==> config.mk <==
export PLATFORM = sky130hd
export DESIGN_NAME = exe_stage
export DESIGN_NICKNAME = d
export VERILOG_FILES = /design/src/rtl/exe_stage_pkg.sv /design/src/rtl/exe_stage_alu.sv /design/src/rtl/exe_stage.sv
export SDC_FILE = /design/constraint.sdc
export NUM_CORES = 1
export LEC_CHECK = 0
export BUFFER_PORTS_ARGS = -buffer_cell sky130_fd_sc_hd__buf_2
export CAP_MARGIN = 5
export CORE_UTILIZATION = 57
export DETAILED_ROUTE_END_ITERATION = 7
export PLACE_DENSITY = 0.82
export SYNTH_ARGS = -nofsm -noshare
export SYNTH_HDL_FRONTEND = slang
export SYNTH_SLANG_ARGS = --single-unit
==> constraint.sdc <==
create_clock -name clk -period 6.1 [get_ports clk]
set_clock_uncertainty 0.2 [all_clocks]
set_input_delay 0.61 -clock clk [delete_from_list [all_inputs] [get_ports clk]]
set_output_delay 0.61 -clock clk [all_outputs]
set_load 0.05 [all_outputs]
==> src/rtl/exe_stage_pkg.sv <==
// Shared constants for the EX stage: bus widths, bus field offsets and ALU op bit indices.
package exe_stage_pkg;

  localparam int DS_BUS_W_DFLT = 117;
  localparam int ES_BUS_W_DFLT = 71;

  // ID->EX bus field offsets
  localparam int DS_RF_WE     = 116;
  localparam int DS_DEST_LSB  = 111;
  localparam int DS_RES_MEM   = 110;
  localparam int DS_SRC1_LSB  = 78;
  localparam int DS_SRC2_LSB  = 46;
  localparam int DS_OP_LSB    = 34;
  localparam int DS_MEM_WE    = 33;
  localparam int DS_MEM_EN    = 32;
  localparam int DS_PC_LSB    = 0;

  // EX->MEM bus field offsets
  localparam int ES_RES_MEM   = 70;
  localparam int ES_RF_WE     = 69;
  localparam int ES_DEST_LSB  = 64;
  localparam int ES_RES_LSB   = 32;
  localparam int ES_PC_LSB    = 0;

  // One-hot alu_op bit indices
  localparam int OP_ADD   = 0;
  localparam int OP_SUB   = 1;
  localparam int OP_SLT   = 2;
  localparam int OP_SLTU  = 3;
  localparam int OP_AND   = 4;
  localparam int OP_NOR   = 5;
  localparam int OP_OR    = 6;
  localparam int OP_XOR   = 7;
  localparam int OP_SLL   = 8;
  localparam int OP_SRL   = 9;
  localparam int OP_SRA   = 10;
  localparam int OP_LU12I = 11;

endpackage

==> src/rtl/exe_stage_alu.sv <==
// Combinational 32-bit ALU with one-hot op select; multi-hot ORs the selected results.
module alu
  import exe_stage_pkg::*;
(
  input  logic [11:0] alu_op,
  input  logic [31:0] alu_src1,
  input  logic [31:0] alu_src2,
  output logic [31:0] alu_result
);

  logic signed [31:0] w_s1;
  logic signed [31:0] w_s2;
  logic        [4:0]  w_shamt;
  logic        [31:0] w_add;
  logic        [31:0] w_sub;
  logic        [31:0] w_sra;

  assign w_s1    = alu_src1;
  assign w_s2    = alu_src2;
  assign w_shamt = alu_src2[4:0];
  assign w_add   = alu_src1 + alu_src2;
  assign w_sub   = alu_src1 - alu_src2;
  assign w_sra   = w_s1 >>> w_shamt;

  always_comb begin
    alu_result = '0;
    if (alu_op[OP_ADD])   alu_result = alu_result | w_add;
    if (alu_op[OP_SUB])   alu_result = alu_result | w_sub;
    if (alu_op[OP_SLT])   alu_result = alu_result | {31'd0, (w_s1 < w_s2)};
    if (alu_op[OP_SLTU])  alu_result = alu_result | {31'd0, (alu_src1 < alu_src2)};
    if (alu_op[OP_AND])   alu_result = alu_result | (alu_src1 & alu_src2);
    if (alu_op[OP_NOR])   alu_result = alu_result | ~(alu_src1 | alu_src2);
    if (alu_op[OP_OR])    alu_result = alu_result | (alu_src1 | alu_src2);
    if (alu_op[OP_XOR])   alu_result = alu_result | (alu_src1 ^ alu_src2);
    if (alu_op[OP_SLL])   alu_result = alu_result | (alu_src1 << w_shamt);
    if (alu_op[OP_SRL])   alu_result = alu_result | (alu_src1 >> w_shamt);
    if (alu_op[OP_SRA])   alu_result = alu_result | w_sra;
    if (alu_op[OP_LU12I]) alu_result = alu_result | alu_src2;
  end

endmodule

==> src/rtl/exe_stage.sv <==
// Execute stage: holds one instruction, runs the ALU, drives data RAM requests and the EX->MEM bus.
// Optional macro EX_ALIGN_CHK_EN suppresses data RAM requests to non-word-aligned addresses.
module exe_stage #(
  parameter int DS_BUS_W = exe_stage_pkg::DS_BUS_W_DFLT,
  parameter int ES_BUS_W = exe_stage_pkg::ES_BUS_W_DFLT
) (
  input  logic                clk,
  input  logic                reset,
  input  logic                valid_2,
  output logic                allow_3,
  output logic                valid_3,
  input  logic                allow_4,
  input  logic [DS_BUS_W-1:0] stage_2_to_3,
  input  logic [31:0]         memory_write_data,
  output logic [ES_BUS_W-1:0] stage_3_to_4,
  output logic                data_sram_en,
  output logic [3:0]          data_sram_we,
  output logic [31:0]         data_sram_addr,
  output logic [31:0]         data_sram_wdata,
  output logic [4:0]          rf_waddr_3_fwd
);
  import exe_stage_pkg::*;

  logic                r_valid_3;
  logic [DS_BUS_W-1:0] r_bus;
  logic [31:0]         r_st_data;

  logic        w_rf_we;
  logic [4:0]  w_dest;
  logic        w_res_mem;
  logic [31:0] w_src1;
  logic [31:0] w_src2;
  logic [11:0] w_op;
  logic        w_mem_we;
  logic        w_mem_en;
  logic [31:0] w_pc;
  logic [31:0] w_alu_result;
  logic        w_issue;
  logic        w_align_ok;

  // readygo is constant 1, so EX frees up whenever MEM takes its instruction
  assign allow_3 = ~r_valid_3 | allow_4;
  assign valid_3 = r_valid_3;

  always_ff @(posedge clk) begin
    if (reset) begin
      r_valid_3 <= 1'b0;
      r_bus     <= '0;
      r_st_data <= '0;
    end else begin
      if (allow_3) r_valid_3 <= valid_2;
      if (valid_2 && allow_3) begin
        r_bus     <= stage_2_to_3;
        r_st_data <= memory_write_data;
      end
    end
  end

  assign w_rf_we   = r_bus[DS_RF_WE];
  assign w_dest    = r_bus[DS_DEST_LSB +: 5];
  assign w_res_mem = r_bus[DS_RES_MEM];
  assign w_src1    = r_bus[DS_SRC1_LSB +: 32];
  assign w_src2    = r_bus[DS_SRC2_LSB +: 32];
  assign w_op      = r_bus[DS_OP_LSB +: 12];
  assign w_mem_we  = r_bus[DS_MEM_WE];
  assign w_mem_en  = r_bus[DS_MEM_EN];
  assign w_pc      = r_bus[DS_PC_LSB +: 32];

  alu u_alu (
    .alu_op     (w_op),
    .alu_src1   (w_src1),
    .alu_src2   (w_src2),
    .alu_result (w_alu_result)
  );

`ifdef EX_ALIGN_CHK_EN
  assign w_align_ok = (w_alu_result[1:0] == 2'b00);
`else
  assign w_align_ok = 1'b1;
`endif

  // A request leaves only on the cycle MEM accepts the instruction
  assign w_issue         = r_valid_3 & allow_4 & w_align_ok;
  assign data_sram_en    = w_mem_en & w_issue;
  assign data_sram_we    = {4{w_mem_we & w_issue}};
  assign data_sram_addr  = w_alu_result;
  assign data_sram_wdata = r_st_data;

  assign rf_waddr_3_fwd = (w_rf_we & r_valid_3) ? w_dest : 5'd0;

  assign stage_3_to_4 = {w_res_mem, w_rf_we, w_dest, w_alu_result, w_pc};

endmodule

### Yosys cells after proc, flatten, opt, wreduce, memory -nomap -nowiden

Index checks and enable logic that the tools add are counted.
W data, S select, Z words.

* register bits: 150
* word-level logic and storage cells: 45

* magnitude comparators: 2
* $add $sub $neg: 2
* shift operators: 3
* muxes and demuxes: 13
* bitwise logic cells: 21
* reductions and logical operators: 1

Operators with widths (number)
* $mux W32: 12
* $or A32 B32 Y32: 10
* $lt A32 B32 Y1: 2
* $or A32 B1 Y32: 2
* $add A32 B32 Y32: 1
* $and A32 B32 Y32: 1
* $not A32 Y32: 1
* $shl A32 B5 Y32: 1
* $shr A32 B5 Y32: 1
* $sshr A32 B5 Y32: 1
* $sub A32 B32 Y32: 1
* $xor A32 B32 Y32: 1
* $mux W5: 1
* $and A1 B1 Y1: 4
* $logic_and A1 B1 Y1: 1
* $not A1 Y1: 1
* $or A1 B1 Y1: 1

### Longest topological paths before layout

* depth after elaboration: 24
* gate-level depth with buffers: 15
* depth with buffers taken out: 11

### Cells and area by module

A second synthesis with hierarchy kept.

* cell total of the unflattened synthesis: 2037
* area, all modules: 15917.8 um2

Modules (own cells, without submodules)
* alu: cells each 1273, times used 1, area each 8854.7 um2
* exe_stage: cells each 764, times used 1, area each 7063.0 um2

### Worst setup path before layout

No wires, ideal clock.

* path type: flip-flop to output port
* start point: reg r_bus[48]
* end point: out stage_3_to_4[56]
* slack: 0.597 ns
* data required time: 5.290 ns
* cell stages (with the launch flop): 16
* buffers on the path: 5
* data arrival time: 4.693 ns
* cells stage by stage: dfxtp_1 -> buf_2 -> inv_2 -> buf_1 -> clkbuf_1 -> ha_1 -> buf_2 -> o21bai_2 -> a221oi_4 -> nor4_2 -> o211ai_1 -> a41oi_2 -> a21boi_0 -> xnor2_1 -> o21ai_0 -> buf_4

* longest elaborated chain between the ends: 24
* elaborated cells between the ends (all ways): 28
* those cells by class: add/sub: 2; shift: 3; mux: 12; bitwise: 11

RTL lines
* from (decl): line exe_stage.sv:25 `logic [DS_BUS_W-1:0] r_bus;`
* from (signal assigned): line exe_stage.sv:53 `r_bus <= stage_2_to_3;`
* $add A32 B32 Y32: line exe_stage_alu.sv:21 `assign w_add = alu_src1 + alu_src2;`
* $mux W32: line exe_stage_alu.sv:27 `if (alu_op[OP_ADD]) alu_result = alu_result | w_add;`
* $or A32 B32 Y32: line exe_stage_alu.sv:28 `if (alu_op[OP_SUB]) alu_result = alu_result | w_sub;`
* $mux W32: line exe_stage_alu.sv:28
* $or A32 B1 Y32: line exe_stage_alu.sv:29 `if (alu_op[OP_SLT]) alu_result = alu_result | {31'd0, (w_s1 < w_s2)};`
* $mux W32: line exe_stage_alu.sv:29
* $or A32 B1 Y32: line exe_stage_alu.sv:30 `if (alu_op[OP_SLTU]) alu_result = alu_result | {31'd0, (alu_src1 < alu_src2)};`
* $mux W32: line exe_stage_alu.sv:30
* [... 8 more ...]
* $or A32 B32 Y32: line exe_stage_alu.sv:35 `if (alu_op[OP_SLL]) alu_result = alu_result | (alu_src1 << w_shamt);`
* $mux W32: line exe_stage_alu.sv:35
* $or A32 B32 Y32: line exe_stage_alu.sv:36 `if (alu_op[OP_SRL]) alu_result = alu_result | (alu_src1 >> w_shamt);`
* $mux W32: line exe_stage_alu.sv:36
* $or A32 B32 Y32: line exe_stage_alu.sv:37 `if (alu_op[OP_SRA]) alu_result = alu_result | w_sra;`
* $mux W32 *: line exe_stage_alu.sv:37
* $or A32 B32 Y32: line exe_stage_alu.sv:38 `if (alu_op[OP_LU12I]) alu_result = alu_result | alu_src2;`
* $mux W32 *: line exe_stage_alu.sv:38
* to (decl): line exe_stage.sv:15 `output logic [ES_BUS_W-1:0] stage_3_to_4,`

Mark *: on every way between the ends. The rest lies on a longest branch, timed or not.

### Worst setup path after layout

* start point: reg r_bus[49]
* end point: out data_sram_addr[0]

* longest elaborated chain between the ends: 21
* elaborated cells between the ends (all ways): 25
* those cells by class: order compare: 2; shift: 3; mux: 10; bitwise: 10

RTL lines
* $lt A32 B32 Y1: line exe_stage_alu.sv:29
* $or A32 B1 Y32: line exe_stage_alu.sv:29
* $mux W32: line exe_stage_alu.sv:29
* $or A32 B1 Y32: line exe_stage_alu.sv:30
* $mux W32: line exe_stage_alu.sv:30
* $or A32 B32 Y32: line exe_stage_alu.sv:31 `if (alu_op[OP_AND]) alu_result = alu_result | (alu_src1 & alu_src2);`
* $mux W32: line exe_stage_alu.sv:31
* $or A32 B32 Y32: line exe_stage_alu.sv:32 `if (alu_op[OP_NOR]) alu_result = alu_result | ~(alu_src1 | alu_src2);`
* [... 5 more ...]
* $or A32 B32 Y32: line exe_stage_alu.sv:35
* $mux W32: line exe_stage_alu.sv:35
* $or A32 B32 Y32: line exe_stage_alu.sv:36
* $mux W32: line exe_stage_alu.sv:36
* $or A32 B32 Y32: line exe_stage_alu.sv:37
* $mux W32 *: line exe_stage_alu.sv:37
* $or A32 B32 Y32: line exe_stage_alu.sv:38
* $mux W32 *: line exe_stage_alu.sv:38
* to (decl): line exe_stage.sv:18 `output logic [31:0] data_sram_addr,`

Marked as above.

==> impl_metrics.py <==
metrics = {
    "placement": {
        "dpl_cell_area_um2": 16200,
        "io_buffers": 299,
        "place_hpwl_mm": 46.8,
        "preCtsSetupSlack_ns": 1.44,
        "gp_congestion": 1.10,
    },
    "global_routing": {
        "grt_use_met1_pct": 55.3,
        "grt_first_pass_wirelength_mm": 92.8,
        "track_usage_pct": 45.5,
        "use_met2_pct": 70.5,
        "grtUsageMet3_pct": 11.4,
        "grt.busiest_layer": "met2",
        "grt_pass1_vias": 15539,
        "grt_overflow": 0,
        "grt_max_degree": 96,
        "antenna_found_initial": 3,
    },
    "timing": {
        "setup_slack_ns": 0.739,
        "max_slew_margin_pct": 21.0,
        "setup_viol": 0,
        "max_freq_mhz": 187,
        "worstMarginPinSlew_ns": 1.17,
        "finalCriticalPeriod_ns": 5.36,
        "maxSlewViolCount": 0,
        "rsz0062_at_grt": "no",
        "period_share_pct": 87.9,
        "fin_tns_setup_ns": 0,
        "hold_viol": 0,
    },
    "synth": {
        "synthFlopType": "dfxtp_1",
        "async_reset_ff_share_pct": 0,
        "synth_edf_count": 0,
        "synth_top_area_share_pct": 19.7,
        "synth_area_leaders": "dfxtp_1 (20%), nand2_1 (10%), a21oi_1 (8.9%), ha_1 (8.0%), mux2i_1 (6.4%)",
        "syn_avg_cell_area_um2": 7.27,
        "yosysUniqueCellTypes": 101,
        "synthesis.area_um2": 15200,
        "ys_warn_count": 0,
        "synth_seq_cells": 150,
        "synth_cells": 2093,
        "ys_seq_area_share_pct": 19.7,
        "synth_top_area_cell": "dfxtp_1",
        "synth_nets": 2345,
    },
    "clocking": {
        "cts_tree": "yes",
        "holdBufCountCts": 0,
        "cts_sinks": 150,
        "clkSlewWorstSetupHoldPaths_ns": 0.08,
        "cts.htree.levels": 4,
        "cts_setup_buffers": 0,
        "clockRootBuffer": "clkbuf_16",
        "cts_resized": 0,
        "cts_inserted_buffers": 17,
        "cts_buffer_depth": 2,
        "clock_latency_ns": 0.44,
    },
    "finish": {
        "layout.nets": 2466,
        "drive_above_1_share_pct": 21.3,
        "syn2layout_area_growth_pct": 10.4,
        "finalInstanceArea_um2": 16800,
    },
    "floorplanning": {
        "die_area_um2": 27300,
        "core_area_um2": 26100,
        "die_h_um": 165,
        "die_x_um": 165,
        "io_pins": 300,
        "num_rows": 59,
        "initial_core_util_pct": 58.2,
    },
    "pwr": {
        "power_density_nw_per_um2": 247,
        "vdd_drop_max_uv": 199,
        "power.leakage_uw": 0.00728,
    },
    "setup_path": {
        "crit_fanout": 29,
        "cp-startpoint": "r_bus[49]",
        "cp-end-kind": "output pin",
        "start_kind": "register",
        "r2r_start": "valid_3",
        "cp.required_ns": 5.29,
        "worstPathArrival_ns": 4.55,
        "crit_type": "register to output pin",
    },
    "routing": {
        "ant_nets": 0,
        "wire_per_inst_um": 24.9,
        "wirelength_mm": 63.8,
        "drt_iter0_markers": 2530,
        "vias_per_cell": 6.67,
        "via_count": 17098,
        "drcViolationCount": 13,
        "drt-pass1-iter-count": 8,
    },
    "min_path": {
        "worstHoldStart": "stage_2_to_3[82]",
        "hold_path_class": "input pin to register",
    },
    "run": {
        "cap_violations": 0,
    },
    "outcome": {
        "outcome": "complete, but fails checks",
        "violations": "design-rule violations",
    },
}
registers in the layout (all words and copies together) (netlist names):
signal	flops
valid_3	1
r_bus	117
data_sram_wdata	32
cell usage in the layout, fill, tap and decap left out, types with 38 or more instances in the layout:
cell type / synthesis / routed
nand2_1: 415 / 414
buf_2: 22 / 298
ha_1: 97 / 97
nor2_1: 115 / 115
a21oi_1: 271 / 271
nand3_1: 38 / 38
buf_4: 82 / 43
o21ai_0: 83 / 83
dfxtp_1: 150 / 146
mux2i_1: 98 / 98
inv_1: 100 / 100
final timing paths:
| path | end | slack [ns] | cells past startpoint |
|---|---|---|---|
| hold reg to reg | r_bus[0] | 0.25 | 2 |
| setup reg to reg | r_bus[116] | 3.30 | 5 |
| hold / removal | r_bus[82] | 0.20 | 3 |
| setup / recovery | data_sram_addr[0] | 0.74 | 11 |
cell usage after synthesis (20+ instances only):
cell	n
xnor2_1	35
nand2_1	415
ha_1	97
nand4_1	22
nor2_1	115
buf_2	22
a222oi_1	29
buf_4	82
clkbuf_1	118
mux2i_1	98
mux4_2	29
nor3_1	26
o21ai_0	83
inv_1	100
dfxtp_1	150
a31oi_1	20
mux2_2	23
a21oi_1	271
o211ai_1	25
nand3_1	38
where the power goes:
part	switching [uW]	leakage, uW	internal (uW)
sequential	80.2	0.00124	1040
clock	538	0.000296	607
combinational	1350	0.00575	539
cells by family after synthesis:
logic type,count (synthesis),synth area share [%]
mux,152,12.6
flops,150,19.7
buf+inv,346,11.0
fa+ha+maj,99,8.24
simple gates,697,20.0
compound gates,608,26.1
xor+xnor,41,2.36
stage by stage:
step                      util (%)  power (uW)  hold WS (ns)  cells
after floorplan                  -        2540         0.232   2093
after global placement        61.9        2950         0.238   2530
after detailed placement      61.9        2970         0.244   2530
after CTS                     64.3        4100         0.197   2562
after global routing          64.3        4280         0.199   2563
final                         64.3        4150         0.197   2563
layer usage:
| metal | wire [um] | up-vias |
|---|---|---|
| met4 | 5000 | 4 |
| met2 | 27800 | 1280 |
| met1 | 23600 | 7918 |
| li1 | - | 7597 |
| met3 | 7430 | 299 |
| met5 | 25 | - |
final cells by class:
type                            count  area (um^2)
Fill cell                        2349         9340
Antenna cell                        1         2.50
Multi-Input combinational cell   1597        10500
Clock buffer                       19          453
Inverter                          107          402
Sequential cell                   150         3010
Clock inverter                     13          151
Tap cell                          335          419
Timing Repair Buffer              341         1810
critical path, cell delays in order (launching register included):
cell,delay [ns]
dfxtp_2,0.35
inv_2,0.49
ha_1,0.39
nor2_1,0.28
a221oi_4,0.13
nor4_2,0.48
nor2_4,0.12
o211ai_2,0.30
a21oi_1,0.18
a211oi_1,0.58
o221ai_1,0.44
buf_2,0.35
No activity file was read; power rests on OpenSTA's default activity.
